===== src/rtl/bl_row_scheduler.sv =====
// Backlight row scheduler: tracks lines since VSYNC and streams each row's duty words to the LED driver.
// Optional BL_OVERRUN_CNT_EN adds a saturating overrun event counter (oOverrun_cnt).
module bl_row_scheduler #(
  parameter int V_START   = 37,
  parameter int ROW_LINES = 72,
  parameter int ROWS      = 15,
  parameter int COLS      = 16,
  parameter int DW        = 8,
  parameter int AW        = 8
) (
  input  logic          iClk,
  input  logic          iRst_n,
  input  logic          iHSYNC,
  input  logic          iVSYNC,
  output logic [11:0]   oLine,
  output logic [3:0]    oRow,
  output logic [6:0]    oBlock_line,
  output logic          oRow_active,
  output logic          oRam_rd,
  output logic [AW-1:0] oRam_addr,
  input  logic [DW-1:0] iRam_data,
  output logic [DW-1:0] oDuty,
  output logic          oDuty_valid,
  input  logic          iDrv_ready,
  output logic          oLatch,
  output logic          oOverrun
`ifdef BL_OVERRUN_CNT_EN
  , output logic [7:0]  oOverrun_cnt
`endif
);

  localparam int CW = (COLS > 1) ? $clog2(COLS) : 1;

  typedef enum logic [2:0] {IDLE, READ, WAIT, SEND, LATCH} stateT;

  stateT         state;
  logic [CW-1:0] col;
  logic          framed;
  logic [11:0]   lineNext;
  logic          hsOnly;
  logic          rowEndLine;
  logic          startFirst;
  logic          startNext;
  logic          frameEnd;
  logic          rowStart;
  logic [3:0]    rowNew;

  function automatic logic [AW-1:0] addrOf(input logic [3:0] r, input logic [CW-1:0] c);
    return AW'(r) * AW'(COLS) + AW'(c);
  endfunction

  // Row boundaries are found by counting lines inside the row rather than comparing against every row start.
  always_comb begin
    lineNext   = (oLine == 12'hFFF) ? oLine : oLine + 12'd1;
    hsOnly     = iHSYNC && !iVSYNC;
    rowEndLine = oRow_active && (oBlock_line == 7'(ROW_LINES - 1));
    startFirst = hsOnly && framed && !oRow_active && (lineNext == 12'(V_START));
    startNext  = hsOnly && rowEndLine && (oRow < 4'(ROWS - 1));
    frameEnd   = hsOnly && rowEndLine && (oRow == 4'(ROWS - 1));
    rowStart   = startFirst || startNext;
    rowNew     = startFirst ? 4'd0 : oRow + 4'd1;
  end

  always_ff @(posedge iClk or negedge iRst_n) begin
    if (!iRst_n) begin
      oLine       <= '0;
      oRow        <= '0;
      oBlock_line <= '0;
      oRow_active <= 1'b0;
      framed      <= 1'b0;
    end else if (iVSYNC) begin
      oLine       <= '0;
      oRow        <= '0;
      oBlock_line <= '0;
      oRow_active <= 1'b0;
      framed      <= 1'b1;
    end else if (iHSYNC) begin
      oLine <= lineNext;
      if (rowStart) begin
        oRow        <= rowNew;
        oBlock_line <= '0;
        oRow_active <= 1'b1;
      end else if (frameEnd) begin
        oRow_active <= 1'b0;
      end else if (oRow_active) begin
        oBlock_line <= oBlock_line + 7'd1;
      end
    end
  end

  // A row start always restarts the transfer; arriving outside IDLE flags an overrun.
  always_ff @(posedge iClk or negedge iRst_n) begin
    if (!iRst_n) begin
      state       <= IDLE;
      col         <= '0;
      oRam_rd     <= 1'b0;
      oRam_addr   <= '0;
      oDuty       <= '0;
      oDuty_valid <= 1'b0;
      oLatch      <= 1'b0;
      oOverrun    <= 1'b0;
`ifdef BL_OVERRUN_CNT_EN
      oOverrun_cnt <= '0;
`endif
    end else if (iVSYNC) begin
      state       <= IDLE;
      col         <= '0;
      oRam_rd     <= 1'b0;
      oDuty_valid <= 1'b0;
      oLatch      <= 1'b0;
      oOverrun    <= 1'b0;
    end else if (rowStart) begin
      if (state != IDLE) begin
        oOverrun <= 1'b1;
`ifdef BL_OVERRUN_CNT_EN
        if (oOverrun_cnt != 8'hFF) oOverrun_cnt <= oOverrun_cnt + 8'd1;
`endif
      end
      state       <= READ;
      col         <= '0;
      oRam_rd     <= 1'b1;
      oRam_addr   <= addrOf(rowNew, '0);
      oDuty_valid <= 1'b0;
      oLatch      <= 1'b0;
    end else begin
      oRam_rd <= 1'b0;
      oLatch  <= 1'b0;
      case (state)
        IDLE: state <= IDLE;
        READ: state <= WAIT;
        WAIT: begin
          oDuty       <= iRam_data;
          oDuty_valid <= 1'b1;
          state       <= SEND;
        end
        SEND: begin
          if (iDrv_ready) begin
            oDuty_valid <= 1'b0;
            if (col < CW'(COLS - 1)) begin
              col       <= col + 1'b1;
              oRam_rd   <= 1'b1;
              oRam_addr <= addrOf(oRow, col + 1'b1);
              state     <= READ;
            end else begin
              oLatch <= 1'b1;
              state  <= LATCH;
            end
          end
        end
        LATCH:   state <= IDLE;
        default: state <= IDLE;
      endcase
    end
  end

endmodule

===== config.mk =====
export PLATFORM = sky130hd
export DESIGN_NAME = bl_row_scheduler
export DESIGN_NICKNAME = d
export VERILOG_FILES = /design/src/rtl/bl_row_scheduler.sv
export SDC_FILE = /design/constraint.sdc
export NUM_CORES = 1
export LEC_CHECK = 0
export BUFFER_PORTS_ARGS = -buffer_cell sky130_fd_sc_hd__buf_2
export CORE_UTILIZATION = 35
export DETAILED_ROUTE_END_ITERATION = 8
export PLACE_DENSITY = 0.53
export SLEW_MARGIN = 0
export SYNTH_ARGS = -nofsm -noshare
export SYNTH_HDL_FRONTEND = slang
export SYNTH_SLANG_ARGS = --single-unit

===== constraint.sdc =====
create_clock -name iClk -period 3.05 [get_ports iClk]
set_input_delay 0.305 -clock iClk [delete_from_list [all_inputs] [get_ports iClk]]
set_output_delay 0.305 -clock iClk [all_outputs]
set_load 0.02 [all_outputs]

==> flow_summary.json <==
{
  "timing.critical_path.to": "oRam_addr[7]$_DFFE_PN0P_",
  "area_delta_synth_final_pct": 16.5,
  "grt_first_pass_wirelength_um": 11300,
  "power_leakage_nw": 1.63,
  "maxSlewViolCount": 0,
  "vdd_ir_drop_max_uv": 161,
  "sum_of_negative_setup_slack_ns": 0,
  "synth-seq-area-share": 0.462,
  "pin_count_of_the_biggest_net_entering_global_routing": 36,
  "crit_slowest_cell": "sky130_fd_sc_hd__dfrtp_1",
  "timing.hold.worst.class": "in -> async",
  "achievable-frequency_mhz": 382,
  "vias": 2383,
  "synth.avg_cell_area_um2": 9.89,
  "synth_edf_count": 0,
  "critPathMaxStageDelay_ns": 0.49,
  "syn_inst_count": 285,
  "required_time_at_the_worst_slack_endpoint_ns": 3.25,
  "grt_util_overall": 0.167,
  "yosysTopAreaCell": "sky130_fd_sc_hd__dfrtp_1",
  "drt-pass1-iter-count": 4,
  "antenna_found_initial": 0,
  "hold_viol": 0,
  "num-nets-final": 358,
  "synth.yosys.warnings": 0,
  "tritoncts.num_buffers": 5,
  "synthesis.area_mm2": 0.00282,
  "synth_fp_nets": 303,
  "ioPinCount": 57,
  "worstRegToRegCells": 8,
  "clock_slew_seen_by_the_registers_of_the_worst_setup_and_hold_paths_ns": 0.10,
  "r2r_setup_slack_ns": 0.43,
  "first_global_vias": 2323,
  "i_o_buffers": 56,
  "drt-initial-drc-count": 94,
  "die_area_mm2": 0.00842,
  "period_share": 0.858,
  "critical_path_peak_fanout": 9,
  "routed_via_density": 5.38,
  "crit_top_cell": "sky130_fd_sc_hd__o31ai_1",
  "floorplan.die.height_um": 91.7,
  "initial_core_util": 0.363,
  "power-per-cell-area_mw_per_mm2": 395,
  "clock_tree.root_cell": "sky130_fd_sc_hd__clkbuf_8",
  "reg2reg_from": "oLine[0]$_DFFE_PN0P_",
  "final.fill_count": 804,
  "yosys.area.top_type_share": 0.462,
  "crit_cells": 8,
  "outcome": "finished, final reports clean",
  "crit_type": "reg -> reg",
  "rr_endpoint": "oRam_addr[7]$_DFFE_PN0P_",
  "timing.critical_path.from_type": "register",
  "clock_skew_ns": 0.00545,
  "placedInstanceArea_mm2": 0.00318,
  "placement_rows": 32,
  "drcViolationCount": 0,
  "placedCellCount": 435,
  "postCtsResizedCells": 0,
  "antenna_cells": 0,
  "post-cts-setup-buffers": 0,
  "setup_viol": 0,
  "worstSkewPairLatency_ns": 0.31,
  "maximum_clock_path_buffer_count": 2,
  "layoutNonFillerInstCount": 443,
  "tritoncts_clock_tree": "built",
  "place.detailed.hpwl_um": 4940,
  "setup_repair_after_global_routing_missed_its_margin": "no",
  "finalWeightedCongestion": 0.888,
  "max_cap_viol_count": 0,
  "synthFlopType": "sky130_fd_sc_hd__dfrtp_1",
  "synth_top_cells_by_area": "sky130_fd_sc_hd__dfrtp_1 46%, sky130_fd_sc_hd__mux2_2 4.0%, sky130_fd_sc_hd__nor2_1 3.9%",
  "timing_worst_slew_pin_value_ns": 0.800,
  "min_period_ns": 2.62,
  "design_area_mm2": 0.00328,
  "drt_wl_total_um": 6680,
  "crit_path_end_kind": "register",
  "final_layout_size_suffix_gt1_frac": 0.270,
  "asyncSetResetFlopFracSynth": 1.00,
  "cts_num_sinks": 52,
  "netlist-cell-type-count": 64,
  "grt-ovfl-total": 0,
  "mostFrequentLayoutCell": "sky130_fd_sc_hd__buf_2",
  "die_w_um": 91.7,
  "chain_of_cells_forming_the_critical_path": "ha_1 -> nand2_1 -> o31ai_1 -> o31ai_1 -> a41oi_2 -> a21o_1 -> inv_2 -> mux2_1",
  "path_buf_inv": 1,
  "wl_per_cell_um": 15.1,
  "most-common-layout-cells": "56 x sky130_fd_sc_hd__buf_2, 52 x sky130_fd_sc_hd__dfrtp_1, 29 x sky130_fd_sc_hd__nor2_1",
  "critical_path.top_delay_family": "compound AO/OA/AOI/OAI gates",
  "core_area_mm2": 0.00777,
  "number_of_routed_nets_with_antenna_violations": 0,
  "critPathLaunch": "oLine[0]$_DFFE_PN0P_",
  "worstPathArrival_ns": 2.82,
  "max-slew-margin-rel": 0.467,
  "cts.hold.buffers_added": 0,
  "fin_hold_ws_ns": 0.0670,
  "fin_total_pwr_mw": 1.30,
  "ys_ff_latch": 52,
  "number_of_h_tree_levels": 2
}
## worst min-delay path by stage
| stage | startpoint | end | cells past startpoint |
|---|---|---|---|
| floorplan | iRst_n | col[0]$_DFFE_PN0P_ | 0 |
| CTS | iRst_n | oBlock_line[4]$_DFFE_PN0P_ | 1 |
| finish | iRst_n | oRow[2]$_DFFE_PN0P_ | 1 |
| detailed placement | iRst_n | oBlock_line[4]$_DFFE_PN0P_ | 1 |
| global route | iRst_n | oRow[2]$_DFFE_PN0P_ | 1 |
| global placement | iRst_n | oBlock_line[4]$_DFFE_PN0P_ | 1 |
## registers in the layout (all words and copies together) (netlist names)
register,flops
oLine,12
oDuty,8
oRam_addr,8
oBlock_line,7
col,4
oRow,4
state,3
framed,1
oDuty_valid,1
oLatch,1
oOverrun,1
oRam_rd,1
oRow_active,1
## power breakdown
| group | internal [mW] | switching (mW) |
|---|---|---|
| clock | 0.191 | 0.250 |
| combinational | 0.0417 | 0.0826 |
| sequential | 0.707 | 0.0238 |
| total | 0.940 | 0.356 |
## layout make-up
class | instances | area [um2] | area share
Inverter | 14 | 52.6 | 0.0160
Clock inverter | 2 | 17.5 | 0.00533
Sequential cell | 52 | 1300 | 0.396
Timing Repair Buffer | 59 | 303 | 0.0922
Tap cell | 102 | 128 | 0.0389
Clock buffer | 6 | 82.6 | 0.0251
Multi-Input combinational cell | 208 | 1400 | 0.426
## stage by stage
stage | utilization | setup slack, ns
4_1_cts | 0.423 | 0.425
2_1_floorplan | - | 0.652
3_5_place_dp | 0.410 | 0.481
5_1_grt | 0.423 | 0.235
6_report | 0.423 | 0.433
3_3_place_gp | 0.410 | 0.542
## metal layers
layer,GRT usage,up-vias,wire length (um)
met5,0,-,0
met4,0.0391,0,70
met3,0.0373,8,323
met2,0.272,52,3060
met1,0.226,1166,3220
li1,-,1157,-
## Yosys cell counts (all sizes together) (2+ instances only)
cell type	n
a21oi	14
mux2	11
mux2i	8
or2	2
clkbuf	8
inv	14
o21a	2
a221o	2
nand4	8
a31oi	2
ha	5
nand2b	2
o221ai	3
nor2	29
and2b	2
o31ai	3
nand3	14
o21ai	11
a41oi	2
nor3b	2
nor3	12
nand2	16
nor4	2
a22o	4
nor2b	2
a21o	3
xor2	5
and3	6
dfrtp	52
xnor2	5
a211oi	2
and2	3
buf	3
or3	6
## logic make-up after synthesis
kind of cell | count (synthesis) | synth area share
multiplexers | 19 | 0.0723
buffers and inverters | 25 | 0.0417
AO/OA/AOI/OAI | 61 | 0.158
adder cells (fa/ha/maj) | 5 | 0.0222
AND/OR/NAND/NOR | 113 | 0.213
flip-flops | 52 | 0.462
XOR/XNOR | 10 | 0.0311
Note: power is estimated with default switching activity, not from simulation.
